[src/rtl/reward_unit_pkg.sv]
// Shared constants, packet-type codes and FSM state encoding for the EER-RL reward unit.
package reward_pkg;

  localparam int unsigned WORD_WIDTH = 16;

  localparam logic [2:0] PKT_HB   = 3'b000;
  localparam logic [2:0] PKT_CHA  = 3'b001;
  localparam logic [2:0] PKT_JOIN = 3'b010;
  localparam logic [2:0] PKT_DATA = 3'b011;
  localparam logic [2:0] PKT_LOWE = 3'b101;
  localparam logic [2:0] PKT_INV  = 3'b111;

  localparam logic [15:0] BROADCAST_ID = 16'hFFFF;
  localparam logic [5:0]  NOT_FOUND    = 6'h3F;

  typedef enum logic [2:0] {
    ST_IDLE,
    ST_SCAN,
    ST_DECIDE,
    ST_WAIT_OK,
    ST_DONE
  } reward_state_t;

endpackage

[src/rtl/reward_unit_if.sv]
// Request/reply bus of the reward unit: start pulse, send grant and the assembled reply packet.
interface reward_unit_if #(
  parameter int unsigned WORD_WIDTH = 16
);
  logic                  en;
  logic                  okToSend;
  logic                  reward_done;
  logic [WORD_WIDTH-1:0] rSourceID;
  logic [WORD_WIDTH-1:0] rEnergyLeft;
  logic [WORD_WIDTH-1:0] rQValue;
  logic [WORD_WIDTH-1:0] rSourceHops;
  logic [WORD_WIDTH-1:0] rDestinationID;
  logic [WORD_WIDTH-1:0] rChosenCH;
  logic [WORD_WIDTH-1:0] rHopsFromCH;
  logic [2:0]            rPacketType;
  logic [5:0]            rTimeslot;

  modport master (
    output en, okToSend,
    input  reward_done, rSourceID, rEnergyLeft, rQValue, rSourceHops,
           rDestinationID, rChosenCH, rHopsFromCH, rPacketType, rTimeslot
  );

  modport slave (
    input  en, okToSend,
    output reward_done, rSourceID, rEnergyLeft, rQValue, rSourceHops,
           rDestinationID, rChosenCH, rHopsFromCH, rPacketType, rTimeslot
  );
endinterface

[src/rtl/reward_nbr_scan.sv]
// Neighbor-table scanner: walks the table one entry per cycle looking for the sender's ID.
module reward_nbr_scan #(
  parameter int unsigned WORD_WIDTH    = 16,
  parameter int unsigned MAX_NEIGHBORS = 16
) (
  input  logic                  clk,
  input  logic                  nrst,
  input  logic                  start,
  input  logic                  active,
  input  logic [WORD_WIDTH-1:0] targetID,
  input  logic [WORD_WIDTH-1:0] mNodeID,
  input  logic [4:0]            neighborCount,
  output logic [5:0]            index,
  output logic                  finish
);
  import reward_pkg::*;

  logic countBad;
  logic match;
  logic lastEntry;

  always_comb begin
    countBad  = (neighborCount == '0) || (32'(neighborCount) > MAX_NEIGHBORS);
    match     = (mNodeID == targetID);
    lastEntry = ((index + 6'd1) == {1'b0, neighborCount});
    finish    = active && (countBad || match || lastEntry);
  end

  // An empty or oversized table is reported as not-found before any ID compare.
  always_ff @(posedge clk) begin
    if (!nrst) begin
      index <= NOT_FOUND;
    end else if (start) begin
      index <= '0;
    end else if (active) begin
      if (countBad)       index <= NOT_FOUND;
      else if (match)     index <= index;
      else if (lastEntry) index <= NOT_FOUND;
      else                index <= index + 6'd1;
    end
  end

endmodule

[src/rtl/reward_unit.sv]
// EER-RL reply-packet builder: latch request, scan neighbors, decide reply, wait for grant, strobe.
// Optional low-energy notification is enabled by defining REWARD_LOW_E_NOTIFY_EN.
module reward_unit #(
  parameter int unsigned WORD_WIDTH    = 16,
  parameter int unsigned MAX_NEIGHBORS = 16
) (
  input  logic                  clk,
  input  logic                  nrst,
  reward_unit_if.slave          rsp,
  input  logic [WORD_WIDTH-1:0] myEnergy,
  input  logic                  iHaveData,
  input  logic                  iAmDestination,
  input  logic [WORD_WIDTH-1:0] myNodeID,
  input  logic [WORD_WIDTH-1:0] hopsFromSink,
  input  logic [WORD_WIDTH-1:0] myQValue,
  input  logic                  role,
  input  logic                  low_E,
  input  logic [5:0]            timeslot,
  input  logic [2:0]            fPacketType,
  input  logic [WORD_WIDTH-1:0] fSourceID,
  input  logic [WORD_WIDTH-1:0] fSourceHops,
  input  logic [WORD_WIDTH-1:0] fQValue,
  input  logic [WORD_WIDTH-1:0] fEnergyLeft,
  input  logic [WORD_WIDTH-1:0] fHopsFromCH,
  input  logic [WORD_WIDTH-1:0] fChosenCH,
  input  logic [WORD_WIDTH-1:0] chosenCH,
  input  logic [WORD_WIDTH-1:0] hopsFromCH,
  input  logic [WORD_WIDTH-1:0] chosenHop,
  input  logic [4:0]            neighborCount,
  input  logic [WORD_WIDTH-1:0] mNodeID,
  input  logic [WORD_WIDTH-1:0] mNodeHops,
  input  logic [WORD_WIDTH-1:0] mNodeQValue,
  input  logic [WORD_WIDTH-1:0] mNodeEnergy,
  input  logic [WORD_WIDTH-1:0] mNodeCHHops,
  output logic [5:0]            nTableIndex_reward
);
  import reward_pkg::*;

  reward_state_t state;

  logic [2:0]            latType;
  logic                  latIAmDest;
  logic [WORD_WIDTH-1:0] latSrcID;
  logic [WORD_WIDTH-1:0] latSrcHops;
  logic [WORD_WIDTH-1:0] latQ;
  logic [WORD_WIDTH-1:0] latEnergy;
  logic [WORD_WIDTH-1:0] latHopsCH;
  logic [WORD_WIDTH-1:0] latChosenCH;

  logic [2:0]            pType;
  logic [WORD_WIDTH-1:0] pDest;
  logic [WORD_WIDTH-1:0] pSrcHops;
  logic [WORD_WIDTH-1:0] pChosenCH;
  logic [WORD_WIDTH-1:0] pHopsCH;
  logic [WORD_WIDTH-1:0] pSrc;
  logic [WORD_WIDTH-1:0] pEnergy;
  logic [WORD_WIDTH-1:0] pQ;
  logic [5:0]            pTimeslot;

  logic [2:0]            dType;
  logic [WORD_WIDTH-1:0] dDest;
  logic [WORD_WIDTH-1:0] dSrcHops;
  logic [WORD_WIDTH-1:0] dChosenCH;
  logic [WORD_WIDTH-1:0] dHopsCH;

  logic scanStart;
  logic scanFinish;

  assign scanStart = (state == ST_IDLE) && rsp.en;

  reward_nbr_scan #(
    .WORD_WIDTH   (WORD_WIDTH),
    .MAX_NEIGHBORS(MAX_NEIGHBORS)
  ) u_scan (
    .clk          (clk),
    .nrst         (nrst),
    .start        (scanStart),
    .active       (state == ST_SCAN),
    .targetID     (latSrcID),
    .mNodeID      (mNodeID),
    .neighborCount(neighborCount),
    .index        (nTableIndex_reward),
    .finish       (scanFinish)
  );

  always_comb begin
    dType     = PKT_INV;
    dDest     = '0;
    dSrcHops  = '0;
    dChosenCH = '0;
    dHopsCH   = '0;
    case (latType)
      PKT_HB: begin
        if (hopsFromSink != '1) begin
          dType    = PKT_HB;
          dDest    = '1;
          dSrcHops = hopsFromSink;
        end
      end
      PKT_CHA: begin
        if (!role) begin
          dType     = PKT_JOIN;
          dDest     = chosenCH;
          dChosenCH = chosenCH;
          dHopsCH   = hopsFromCH;
        end
      end
      PKT_DATA: begin
        if (latIAmDest && (chosenHop != '1)) begin
          dType = PKT_DATA;
          dDest = chosenHop;
        end
      end
      PKT_INV: begin
        if (iHaveData && (chosenHop != '1)) begin
          dType = PKT_DATA;
          dDest = chosenHop;
        end
      end
      default: ;
    endcase
`ifdef REWARD_LOW_E_NOTIFY_EN
    if ((dType != PKT_INV) && low_E) begin
      dType = PKT_LOWE;
      dDest = role ? '1 : chosenCH;
    end
`endif
  end

  always_ff @(posedge clk) begin
    if (!nrst) begin
      state              <= ST_IDLE;
      latType            <= PKT_INV;
      latIAmDest         <= 1'b0;
      latSrcID           <= '0;
      latSrcHops         <= '0;
      latQ               <= '0;
      latEnergy          <= '0;
      latHopsCH          <= '0;
      latChosenCH        <= '0;
      pType              <= PKT_INV;
      pDest              <= '0;
      pSrcHops           <= '0;
      pChosenCH          <= '0;
      pHopsCH            <= '0;
      pSrc               <= '0;
      pEnergy            <= '0;
      pQ                 <= '0;
      pTimeslot          <= '0;
      rsp.reward_done    <= 1'b0;
      rsp.rSourceID      <= '0;
      rsp.rEnergyLeft    <= '0;
      rsp.rQValue        <= '0;
      rsp.rSourceHops    <= '0;
      rsp.rDestinationID <= '0;
      rsp.rChosenCH      <= '0;
      rsp.rHopsFromCH    <= '0;
      rsp.rPacketType    <= PKT_INV;
      rsp.rTimeslot      <= '0;
    end else begin
      case (state)
        ST_IDLE: begin
          rsp.reward_done <= 1'b0;
          if (rsp.en) begin
            latType     <= fPacketType;
            latIAmDest  <= iAmDestination;
            latSrcID    <= fSourceID;
            latSrcHops  <= fSourceHops;
            latQ        <= fQValue;
            latEnergy   <= fEnergyLeft;
            latHopsCH   <= fHopsFromCH;
            latChosenCH <= fChosenCH;
            state       <= ST_SCAN;
          end
        end
        ST_SCAN: begin
          if (scanFinish) state <= ST_DECIDE;
        end
        ST_DECIDE: begin
          pType     <= dType;
          pDest     <= dDest;
          pSrcHops  <= dSrcHops;
          pChosenCH <= dChosenCH;
          pHopsCH   <= dHopsCH;
          pSrc      <= myNodeID;
          pEnergy   <= myEnergy;
          pQ        <= myQValue;
          pTimeslot <= timeslot;
          // No-reply bypasses the grant wait; only the type field is refreshed.
          if (dType == PKT_INV) begin
            rsp.rPacketType <= PKT_INV;
            rsp.reward_done <= 1'b1;
            state           <= ST_DONE;
          end else begin
            state <= ST_WAIT_OK;
          end
        end
        ST_WAIT_OK: begin
          if (rsp.okToSend) begin
            rsp.rPacketType    <= pType;
            rsp.rDestinationID <= pDest;
            rsp.rSourceHops    <= pSrcHops;
            rsp.rChosenCH      <= pChosenCH;
            rsp.rHopsFromCH    <= pHopsCH;
            rsp.rSourceID      <= pSrc;
            rsp.rEnergyLeft    <= pEnergy;
            rsp.rQValue        <= pQ;
            rsp.rTimeslot      <= pTimeslot;
            rsp.reward_done    <= 1'b1;
            state              <= ST_DONE;
          end
        end
        ST_DONE: begin
          rsp.reward_done <= 1'b0;
          state           <= ST_IDLE;
        end
        default: state <= ST_IDLE;
      endcase
    end
  end

  logic unusedFields;
  assign unusedFields = ^{latSrcHops, latQ, latEnergy, latHopsCH, latChosenCH,
                          mNodeHops, mNodeQValue, mNodeEnergy, mNodeCHHops};
`ifndef REWARD_LOW_E_NOTIFY_EN
  logic unusedLowE;
  assign unusedLowE = low_E;
`endif

endmodule

[src/flat_wrapper.sv]
// flat-port wrapper written by rule: the top's interface ports become plain ports
module reward_unit_flat import reward_pkg::*;
#(
  parameter int unsigned WORD_WIDTH    = 16,
  parameter int unsigned MAX_NEIGHBORS = 16
)
  (clk, nrst, myEnergy, iHaveData, iAmDestination, myNodeID, hopsFromSink, myQValue, role, low_E, timeslot, fPacketType, fSourceID, fSourceHops, fQValue, fEnergyLeft, fHopsFromCH, fChosenCH, chosenCH, hopsFromCH, chosenHop, neighborCount, mNodeID, mNodeHops, mNodeQValue, mNodeEnergy, mNodeCHHops, nTableIndex_reward, rsp_en, rsp_okToSend, rsp_reward_done, rsp_rSourceID, rsp_rEnergyLeft, rsp_rQValue, rsp_rSourceHops, rsp_rDestinationID, rsp_rChosenCH, rsp_rHopsFromCH, rsp_rPacketType, rsp_rTimeslot);
  reward_unit_if #(.WORD_WIDTH(WORD_WIDTH)) rsp_i ();
  input  logic clk;
  input  logic nrst;
  input  logic [WORD_WIDTH-1:0] myEnergy;
  input  logic iHaveData;
  input  logic iAmDestination;
  input  logic [WORD_WIDTH-1:0] myNodeID;
  input  logic [WORD_WIDTH-1:0] hopsFromSink;
  input  logic [WORD_WIDTH-1:0] myQValue;
  input  logic role;
  input  logic low_E;
  input  logic [5:0] timeslot;
  input  logic [2:0] fPacketType;
  input  logic [WORD_WIDTH-1:0] fSourceID;
  input  logic [WORD_WIDTH-1:0] fSourceHops;
  input  logic [WORD_WIDTH-1:0] fQValue;
  input  logic [WORD_WIDTH-1:0] fEnergyLeft;
  input  logic [WORD_WIDTH-1:0] fHopsFromCH;
  input  logic [WORD_WIDTH-1:0] fChosenCH;
  input  logic [WORD_WIDTH-1:0] chosenCH;
  input  logic [WORD_WIDTH-1:0] hopsFromCH;
  input  logic [WORD_WIDTH-1:0] chosenHop;
  input  logic [4:0] neighborCount;
  input  logic [WORD_WIDTH-1:0] mNodeID;
  input  logic [WORD_WIDTH-1:0] mNodeHops;
  input  logic [WORD_WIDTH-1:0] mNodeQValue;
  input  logic [WORD_WIDTH-1:0] mNodeEnergy;
  input  logic [WORD_WIDTH-1:0] mNodeCHHops;
  output logic [5:0] nTableIndex_reward;
  input wire logic [$bits(rsp_i.en)-1:0] rsp_en;
  input wire logic [$bits(rsp_i.okToSend)-1:0] rsp_okToSend;
  output wire logic [$bits(rsp_i.reward_done)-1:0] rsp_reward_done;
  output wire logic [$bits(rsp_i.rSourceID)-1:0] rsp_rSourceID;
  output wire logic [$bits(rsp_i.rEnergyLeft)-1:0] rsp_rEnergyLeft;
  output wire logic [$bits(rsp_i.rQValue)-1:0] rsp_rQValue;
  output wire logic [$bits(rsp_i.rSourceHops)-1:0] rsp_rSourceHops;
  output wire logic [$bits(rsp_i.rDestinationID)-1:0] rsp_rDestinationID;
  output wire logic [$bits(rsp_i.rChosenCH)-1:0] rsp_rChosenCH;
  output wire logic [$bits(rsp_i.rHopsFromCH)-1:0] rsp_rHopsFromCH;
  output wire logic [$bits(rsp_i.rPacketType)-1:0] rsp_rPacketType;
  output wire logic [$bits(rsp_i.rTimeslot)-1:0] rsp_rTimeslot;
  assign rsp_i.en = rsp_en;
  assign rsp_i.okToSend = rsp_okToSend;
  assign rsp_reward_done = rsp_i.reward_done;
  assign rsp_rSourceID = rsp_i.rSourceID;
  assign rsp_rEnergyLeft = rsp_i.rEnergyLeft;
  assign rsp_rQValue = rsp_i.rQValue;
  assign rsp_rSourceHops = rsp_i.rSourceHops;
  assign rsp_rDestinationID = rsp_i.rDestinationID;
  assign rsp_rChosenCH = rsp_i.rChosenCH;
  assign rsp_rHopsFromCH = rsp_i.rHopsFromCH;
  assign rsp_rPacketType = rsp_i.rPacketType;
  assign rsp_rTimeslot = rsp_i.rTimeslot;
  reward_unit #(.WORD_WIDTH(WORD_WIDTH), .MAX_NEIGHBORS(MAX_NEIGHBORS)) u_core (.clk(clk), .nrst(nrst), .rsp(rsp_i), .myEnergy(myEnergy), .iHaveData(iHaveData), .iAmDestination(iAmDestination), .myNodeID(myNodeID), .hopsFromSink(hopsFromSink), .myQValue(myQValue), .role(role), .low_E(low_E), .timeslot(timeslot), .fPacketType(fPacketType), .fSourceID(fSourceID), .fSourceHops(fSourceHops), .fQValue(fQValue), .fEnergyLeft(fEnergyLeft), .fHopsFromCH(fHopsFromCH), .fChosenCH(fChosenCH), .chosenCH(chosenCH), .hopsFromCH(hopsFromCH), .chosenHop(chosenHop), .neighborCount(neighborCount), .mNodeID(mNodeID), .mNodeHops(mNodeHops), .mNodeQValue(mNodeQValue), .mNodeEnergy(mNodeEnergy), .mNodeCHHops(mNodeCHHops), .nTableIndex_reward(nTableIndex_reward));
endmodule
[config.mk]
export PLATFORM = sky130hd
export DESIGN_NAME = reward_unit_flat
export DESIGN_NICKNAME = d
export VERILOG_FILES = /design/src/rtl/reward_unit_pkg.sv /design/src/rtl/reward_unit_if.sv /design/src/rtl/reward_nbr_scan.sv /design/src/rtl/reward_unit.sv /design/src/flat_wrapper.sv
export SDC_FILE = /design/constraint.sdc
export NUM_CORES = 1
export LEC_CHECK = 0
export ABC_AREA = 1
export BUFFER_PORTS_ARGS = -buffer_cell sky130_fd_sc_hd__buf_2
export CELL_PAD_IN_SITES_DETAIL_PLACEMENT = 1
export CELL_PAD_IN_SITES_GLOBAL_PLACEMENT = 1
export CORE_MARGIN = 10
export CORE_UTILIZATION = 33
export DETAILED_ROUTE_END_ITERATION = 12
export GPL_ROUTABILITY_DRIVEN = 0
export PLACE_DENSITY = 0.84
export SLEW_MARGIN = 20
export SYNTH_ARGS = -nofsm -noshare
export SYNTH_HDL_FRONTEND = slang
export SYNTH_SLANG_ARGS = --single-unit
[constraint.sdc]
create_clock -name clk -period 2 [get_ports clk]
set_input_delay 0.1 -clock clk [delete_from_list [all_inputs] [get_ports clk]]
set_output_delay 0.1 -clock clk [all_outputs]
set_load 0.03 [all_outputs]
==> results.toml, run 1 <==
[power_and_ir_drop]
sw_frac_of_total_pct = 29.82
combPwrFrac_pct = 18.3
p_sw_mw = 4.567
peakVddDrop_v = 0.0004810
clkPwrFrac_pct = 41.5
total_leakage_power_nw = 6.544
p_per_area_nw_per_um2 = 1014
power.internal_mw = 10.75
p_seq_share_pct = 40.3

[clock_network]
clock_path_buffers = 3
htreeDepth = 2
cts_buffers = 34
cts_tree = "built"
cts_root_buf = "clkbuf_16"
clock-sinks = 272
clk_pin_slew_ns = 0.06
insertion_delay_ns = 0.49

[floorplan]
die_y_um = 199.9
pin_count = 438
initial_utilization_pct = 33.68
chipWidth_um = 199.9
coreArea_um2 = 31720
fp-row-count = 65
dieArea_um2 = 39970

[finish]
area_growth_syn_to_layout_pct = 41.34
utilization_pct = 47.61
layout_common_cells = "349 x nand2_1, 291 x buf_2, 271 x dfxtp_1, 220 x a21oi_1, 163 x nor2_1"
final_common_cell = "nand2_1"
nets = 2150
drive_gt1_share_pct = 21.51

[timing]
maxSlewHeadroom_pct = 41.02
fin_crit_sh_pct = 95.33
drv_slew = 0
max_slew.worst_pin.slew_ns = 0.8846
fin_worst_skew_ns = 0.009526
timing.fmax_ghz = 0.5245
finalSetupViolCount = 0
setup_tns_ns = 0
rsz0062_at_grt = "no"
fin_crit_ns = 1.907
hold_violations = 0

[worst_setup_path]
path_class = "flip-flop to flip-flop"
cp-startpoint = "u_core.state[2]"
cp_max_fo = 73
cp-endpoint = "u_core.pSrc[13]"
cp_data_required_time_ns = 2.41
arrival_ns = 2.31
cp-start-kind = "flip-flop"
end_kind = "flip-flop"
rr_worst_depth = 7
r2r-start = "u_core.state[2]"
r2r-end = "u_core.pSrc[13]"
rrSetupSlack_ns = 0.09

[routing]
routed_wl_um = 46350
via_per_inst = 5.196
wl_per_cell_um = 20.37
via_count = 11820
dr.pass1.iters = 5
drc_errors = 0
drtIter0Drc = 502
drt.antenna.violating_nets = 0

[synth]
async_flop_share_pct = 0
ys_types = 27
syn_avg_cell_area_um2 = 7.352
synth_seq_area_share_pct = 50.97
ys_ff_latch = 272
synth_ff_type = "dfxtp_1"
synth_edf_count = 0
netlist_area_um2 = 10680
syn-num-nets = 1764
yosysWarningCount = 0
syn_inst = 1453

[outcome]
status = "complete, no violations"

[worst_hold_path]
hp-class = "input pin to flip-flop"
min_from = "chosenHop[6]"

[grt]
grt_max_degree = 83
grt_pass1_wl_um = 71410
grt_pass1_vias = 12683
antenna_found_initial = 9
grt_remaining_overflow = 0
grt_use_total_pct = 22.34

[placement]
post-dp-hpwl_um = 27150
port_buffers = 292

[job]
drv_cap = 0
==> layer usage <==
layer / share of wire (%) / wire (µm) / vias up / track usage, %
met5: 0.028 / 13 / - / 0
met4: 2.8 / 1321 / 2 / 6.898
met3: 7.2 / 3347 / 88 / 5.693
met2: 50 / 23050 / 404 / 40.20
met1: 40 / 18620 / 5783 / 25.36
li1: - / - / 5543 / -
==> cells by family (layout without fill, tap and decap cells) <==
group / after synthesis / after routing / share of synthesized area, %
flops: 272 / 272 / 50.97
simple gates: 695 / 695 / 27.09
xor+xnor: 2 / 2 / 0.1640
buf+inv: 162 / 573 / 6.477
compound gates: 321 / 321 / 15.18
other cells: 0 / 9 / 0
fa+ha+maj: 1 / 1 / 0.1171
==> worst min path at each step <==
stage	endpoint	slack, ns	cells past startpoint
floorplan	u_core.latType[1]	0.23	2
global placement	u_core.pEnergy[2]	0.32	3
detailed placement	u_core.pSrc[10]	0.33	3
CTS	u_core.pDest[8]	0.002	5
global route	u_core.pDest[6]	0.04	5
finish	u_core.pDest[6]	0.02	5
==> cells in the mapped netlist, types with 2 or more instances <==
library cell    n  share of area (%)
nand4_1         7               0.41
buf_4          11               0.77
xor2_1          2               0.16
o31ai_1         2               0.14
nand3_1       157                7.4
nor2_1        165                5.8
nand3b_1        2               0.14
clkbuf_1       69                2.4
a21oi_1       220                 10
or2_2           3               0.18
nand2_1       349                 12
dfxtp_1       272                 51
nor2_4          2               0.21
buf_6           2               0.21
nor2_2          4               0.23
inv_2           3               0.11
buf_2          22                1.0
nand2_2         2               0.12
inv_1          55                1.9
o21ai_0        97                4.5
==> final cells by class <==
cell class,instances,area [µm²]
multi-input cells,1019,4574
repair buffers,454,3163
clock buffers,45,996.0
fillers,3903,16620
well taps,402,503.0
flip-flops and latches,272,5446
clock inverters,16,168.9
diodes,9,22.52
inverters,58,225.2
==> through the flow <==
step                      std cells  setup slack [ns]  power (mW)  cell area [µm²]  hold WS (ns)
after floorplan                1453            0.1987       7.830            10680        0.2263
after global placement         2069            0.1311       8.612            12550        0.3224
after detailed placement       2069           0.04497       8.728            12550        0.3291
after CTS                      2263           0.03754       15.30            15040      0.001506
after global routing           2273          0.002389       16.02            15090       0.04496
final                          2275           0.09344       15.32            15100       0.01783
==> power groups by stage <==
stage | logic (mW) | registers (mW) | clock network [mW]
floorplan | 1.52 | 6.31 | 0
CTS | 2.73 | 6.13 | 6.44
global route | 3.11 | 6.21 | 6.70
detailed placement | 2.48 | 6.25 | 0
global placement | 2.39 | 6.22 | 0
finish | 2.80 | 6.17 | 6.35
==> critical path, stage by stage (launching register included) <==
cell and delay [ns]:
dfxtp_1 0.39, nor2_4 0.08, inv_2 0.10, nor2_4 0.06, inv_4 0.07, buf_4 0.66
nor2_1 0.17, nor2_1 0.23
==> timing repair <==
item                                    4_1_cts  5_1_grt
endpoints found under the setup margin        0       26
setup buffers                                 0        3
hold buffers                                133        0
endpoints found under the hold margin       131        0
resized for setup                             0        6
No activity file was read; power rests on OpenSTA's default activity.
==> run 2, diff against run 1 <==
PLACE_DENSITY = 0.78   (was 0.84)
==> run 2 against run 1 <==
Count of clock-buffer cells in the layout is 6 lower. Design area is 0.41% higher. Wire length is 3.1% lower. Critical path type is now input pin to flip-flop. Critical endpoint is now u_core.pDest[1]. Largest cell class unchanged.
==> results.toml, run 2 (same netlist as run 1, synthesis figures left out) <==
[outcome]
status = "complete, no violations"

[grt]
grt_remaining_overflow = 0
grt_pass1_wl_um = 70460
grt_max_degree = 119
met2_usage_pct = 38.44
grtUsageMet1_pct = 25.76
antenna_found_initial = 4
busiest_layer = "met2"
grt_use_total_pct = 21.85
grt_pass1_vias = 12565
grt_util_met3_pct = 5.777

[clock_network]
htreeDepth = 1
cts_buffers = 30
clock_path_buffers = 3
clock-sinks = 272
insertion_delay_ns = 0.55
cts_root_buf = "clkbuf_16"
cts_tree = "built"
clk_pin_slew_ns = 0.06

[routing]
drc_errors = 0
dr.pass1.iters = 5
via_count = 11677
drt.antenna.violating_nets = 0
wl_per_cell_um = 19.68
via_per_inst = 5.115
drtIter0Drc = 632
routed_wl_um = 44930

[placement]
numPlacedInstances = 2080
port_buffers = 292
post-dp-hpwl_um = 26600

[floorplan]
dieArea_um2 = 39970
chipWidth_um = 199.9
coreArea_um2 = 31720
fp-row-count = 65
pin_count = 438
die_y_um = 199.9
initial_utilization_pct = 33.68

[timing]
fin_crit_sh_pct = 92.66
maxSlewHeadroom_pct = 53.04
drv_slew = 0
timing.hold.ws_ns = 0.02586
timing.fmax_ghz = 0.5396
fin_crit_ns = 1.853
hold_violations = 0
rsz0062_at_grt = "no"
finalSetupViolCount = 0
max_slew.worst_pin.slew_ns = 0.7044
fin_worst_skew_ns = 0.01082

[worst_setup_path]
r2r-start = "u_core.state[2]"
path_class = "input pin to flip-flop"
end_kind = "flip-flop"
cp-start-kind = "input pin"
cpMaxStageDelayCell = "dlygate4sd3_1"
cpMostUsedCell = "nand2_1"
cp-startpoint = "hopsFromSink[0]"
slowest_delay_ns = 0.57
cp_data_required_time_ns = 2.41
path_cells = "dlygate4sd3_1 > buf_2 > nand2_1 > nor2_1 > nand2_1 > nor2_1 > nor3_4 > buf_6 > buf_6 > a21oi_1 > nand2_1 > nand2_1 > a21oi_1"
cp_max_fo = 12
arrival_ns = 2.27

[worst_hold_path]
min_from = "nrst"
hp-class = "input pin to flip-flop"

[finish]
final_cells = 2283
layout_common_cells = "349 x nand2_1, 290 x buf_2, 270 x dfxtp_1, 220 x a21oi_1, 164 x nor2_1"
drive_gt1_share_pct = 21.58
area_growth_syn_to_layout_pct = 41.92
nets = 2165
final_common_cell = "nand2_1"

[power_and_ir_drop]
clkPwrFrac_pct = 39.7
p_per_area_nw_per_um2 = 980.3
power.internal_mw = 10.47
sw_frac_of_total_pct = 29.56
total_leakage_power_nw = 6.589
peakVddDrop_v = 0.0006309
p_seq_share_pct = 41.5
p_sw_mw = 4.394
combPwrFrac_pct = 18.9

[job]
drv_cap = 0
run 2: cell type report:
class / instances / area (µm²)
Sequential cell: 272 / 5448
Clock inverter: 16 / 207.7
Antenna cell: 4 / 10.01
Fill cell: 3932 / 16560
Tap cell: 402 / 503.0
Inverter: 58 / 225.2
Multi-Input combinational cell: 1019 / 4567
Timing Repair Buffer: 473 / 3364
Clock buffer: 39 / 835.8
run 2: path summary, 6_finish.rpt:
kind                                     end  slack [ns]  depth (start not counted)
hold reg to reg   u_core.rsp.rSourceHops[13]        0.46                          2
setup reg to reg   u_core.rsp.rEnergyLeft[8]        0.17                          8
hold / removal               u_core.state[1]        0.03                          3
setup / recovery             u_core.pDest[1]        0.15                         13
run 2: layer usage:
layer | vias to the layer above | part of all wire, %
met5 | - | 0
met4 | 0 | 2.1
met3 | 74 | 7.2
met2 | 347 | 49
met1 | 5694 | 41
li1 | 5562 | -
run 2: power by group through the flow:
stage | Combinational [mW] | Clock (mW) | Sequential (mW)
2_1_floorplan | 1.52 | 0 | 6.31
3_3_place_gp | 2.43 | 0 | 6.22
3_5_place_dp | 2.52 | 0 | 6.25
4_1_cts | 2.76 | 6.00 | 6.14
5_1_grt | 3.16 | 6.26 | 6.21
6_report | 2.81 | 5.89 | 6.16
run 2: timing repair:
action	in CTS	in global routing
endpoints found under the hold margin	151	0
setup buffers	0	3
hold buffers	141	0
setup endpoints to repair	0	13
gates resized for setup	0	4
run 2: through the flow:
step / setup TNS [ns] / cell area, µm² / util [%] / power [mW] / setup WS [ns]
final: 0 / 15160 / 47.80 / 14.86 / 0.1467
after global routing: 0 / 15160 / 47.80 / 15.63 / 0.02641
after detailed placement: 0 / 12650 / 39.89 / 8.765 / 0.1470
after global placement: -1.418 / 12630 / 39.82 / 8.651 / -0.1566
after floorplan: 0 / 10680 / - / 7.830 / 0.1987
after CTS: 0 / 15110 / 47.63 / 14.90 / 0.09782
run 2: critical path, delay by kind of cell:
| kind | cells | cell delay [ns] |
|---|---|---|
| buffers and inverters | 4 | 1.04 |
| AND/OR/NAND/NOR | 7 | 0.90 |
| AO/OA/AOI/OAI | 2 | 0.23 |
==> run 3, diff against run 2 <==
SYNTH_HIERARCHICAL = 1   (was not set)
==> run 3 against run 2 <==
Sequential share of layout area down 0.32 points. Clock power up 3%. Wire length rose by 2.5%. Synthesized area increased by 0.88%. Synthesized cell count up 0.96%. Sequential cell count unchanged. Worst hold slack gained 0.061 ns. Non-clock buffer count is 7 lower. Utilization decreased by 0.54 points. Die area grew 0.79%. Cell count is 2.0% higher. Largest power group unchanged.
==> results.toml, run 3 <==
[timing]
fin_ws_ns = 0.1532
maxSlewHeadroom_pct = 50.95
finalSetupViolCount = 0
fin_crit_ns = 1.847
timing.fmax_ghz = 0.5415
hold_violations = 0
fin_worst_skew_ns = 0.01119
setup_tns_ns = 0
fin_crit_sh_pct = 92.34
drv_slew = 0
max_slew.worst_pin.slew_ns = 0.7358
rsz0062_at_grt = "no"

[floorplan]
pin_count = 438
chipWidth_um = 200.7
die_y_um = 200.7
initial_utilization_pct = 33.29
fp-row-count = 66
dieArea_um2 = 40280
coreArea_um2 = 32370

[synth]
ys_ff_latch = 272
synth_ff_type = "dfxtp_1"
ys_types = 28
synth_seq_area_share_pct = 50.53
synth.most_common_cell = "nand2_1"
syn_avg_cell_area_um2 = 7.346
netlist_area_um2 = 10780
synth_top_cell_by_area = "dfxtp_1"
synthTopCellsByCount = "285 x nand2_1, 272 x dfxtp_1, 226 x nor2_1"
synth.area.top_cells = "dfxtp_1 51%, nand2_1 9.9%, a21oi_1 8.9%"
yosysTopAreaCellShare_pct = 50.53
syn-num-nets = 1778
yosysWarningCount = 6
syn_inst = 1467
async_flop_share_pct = 0
synth_edf_count = 0

[finish]
area_growth_syn_to_layout_pct = 41.96
final_common_cell = "buf_2"
regArea_um2 = 5448
utilization_pct = 47.26
fillerInstances = 4013
nets = 2171
multiInputGateArea_um2 = 4738
final_cells = 2329
layout_common_cells = "290 x buf_2, 284 x nand2_1, 270 x dfxtp_1, 225 x nor2_1, 191 x a21oi_1"
drive_gt1_share_pct = 21.52

[worst_setup_path]
arrival_ns = 2.33
cp_max_fo = 3
r2r-start = "u_core/latSrcID[3]"
cp_data_required_time_ns = 2.48
rrSetupSlack_ns = 0.15
rr_worst_depth = 12
end_kind = "flip-flop"
cp-start-kind = "flip-flop"
path_class = "flip-flop to flip-flop"
r2r-end = "u_core/state[0]"

[routing]
dr.pass1.iters = 5
wl_per_cell_um = 19.78
via_per_inst = 5.127
drt.antenna.violating_nets = 0
drtIter0Drc = 690
routed_wl_um = 46070
via_count = 11941
drc_errors = 0

[grt]
grt_pass1_vias = 12730
antenna_found_initial = 6
grt_use_total_pct = 21.83
grt_pass1_wl_um = 72730
grt_remaining_overflow = 0
grt_max_degree = 113

[clock_network]
cts_tree = "built"
insertion_delay_ns = 0.56
cts_buffers = 30
htreeDepth = 1
cts_root_buf = "clkbuf_16"
clk_pin_slew_ns = 0.06
clock-sinks = 272
post_cts.repair.setup_buffers = 0
clock_path_buffers = 3

[power_and_ir_drop]
total_power_mw = 16.03
peakVddDrop_v = 0.0006232
p_per_area_nw_per_um2 = 1048
total_leakage_power_nw = 6.462

[worst_hold_path]
min_from = "nrst"
hp-class = "input pin to flip-flop"
holdPathStages = 3
min_to = "u_core/pType[2]"

[outcome]
status = "complete, no violations"

[placement]
post-place-ws_ns = 0.01550
post-dp-hpwl_um = 26910
port_buffers = 292
numPlacedInstances = 2130

[job]
drv_cap = 0
-- run 3: cells by family after synthesis --
kind of cell	count (synthesis)	share of synthesized area (%)
xor+xnor	9	0.8012
fa+ha+maj	1	0.1161
simple gates	725	28.26
buf+inv	153	5.910
compound gates	307	14.39
flops	272	50.53
-- run 3: worst max-delay path by stage --
stage	endpoint	from	slack [ns]
floorplan	u_core/state[0]	u_core/u_scan/index[0]	0.03
global placement	u_core/state[1]	u_core/u_scan/index[0]	0.09
detailed placement	u_core/state[0]	u_core/u_scan/index[0]	0.02
CTS	u_core/state[0]	u_core/u_scan/index[0]	0.03
global route	u_core/state[0]	u_core/latSrcID[3]	0.02
finish	u_core/state[0]	u_core/latSrcID[3]	0.15
-- run 3: per-layer routing --
layer,part of all wire (%),track usage [%]
met1,42,26.31
met2,48,37.99
met3,6.7,5.099
met4,2.5,6.086
met5,0.039,0
-- run 3: area by class of cell --
cell class / count / area share, %
Sequential cell: 272 / 35.61
Multi-Input combinational cell: 1042 / 30.97
Timing Repair Buffer: 466 / 21.48
Clock buffer: 39 / 5.455
Tap cell: 442 / 3.615
Clock inverter: 15 / 1.587
Inverter: 48 / 1.202
Antenna cell: 5 / 0.08179
-- run 3: repair_timing --
item,CTS,global route
pin swaps,1,2
setup endpoints to repair,1,2
endpoints found under the hold margin,148,0
resized for setup,2,4
hold buffers,140,0
-- run 3: critical path: stages, from the launching register on --
cell      delay (ns)
dfxtp_1         0.35
inv_1           0.06
nand2_1         0.06
nand2_1         0.06
nor2_1          0.11
nand2_1         0.10
nor2_1          0.25
a21oi_1         0.14
a21boi_2        0.18
o21ai_2         0.09
nor3_2          0.16
nand2_1         0.09
a21oi_2         0.12
-- run 3: report_power, final --
group	internal [mW]	leakage [nW]	switching [mW]	total, mW
clock	3.70	0.530	2.33	6.04
combinational	1.33	3.73	2.24	3.57
sequential	6.02	2.20	0.410	6.43
-- run 3: per-stage QoR --
| step | instance area [µm²] | hold slack (ns) |
|---|---|---|
| CTS | 15260 | 0.07083 |
| detailed placement | 12780 | 0.3333 |
| global route | 15300 | 0.09385 |
| finish | 15300 | 0.08642 |
| global placement | 12780 | 0.3230 |
| floorplan | 10780 | 0.2263 |
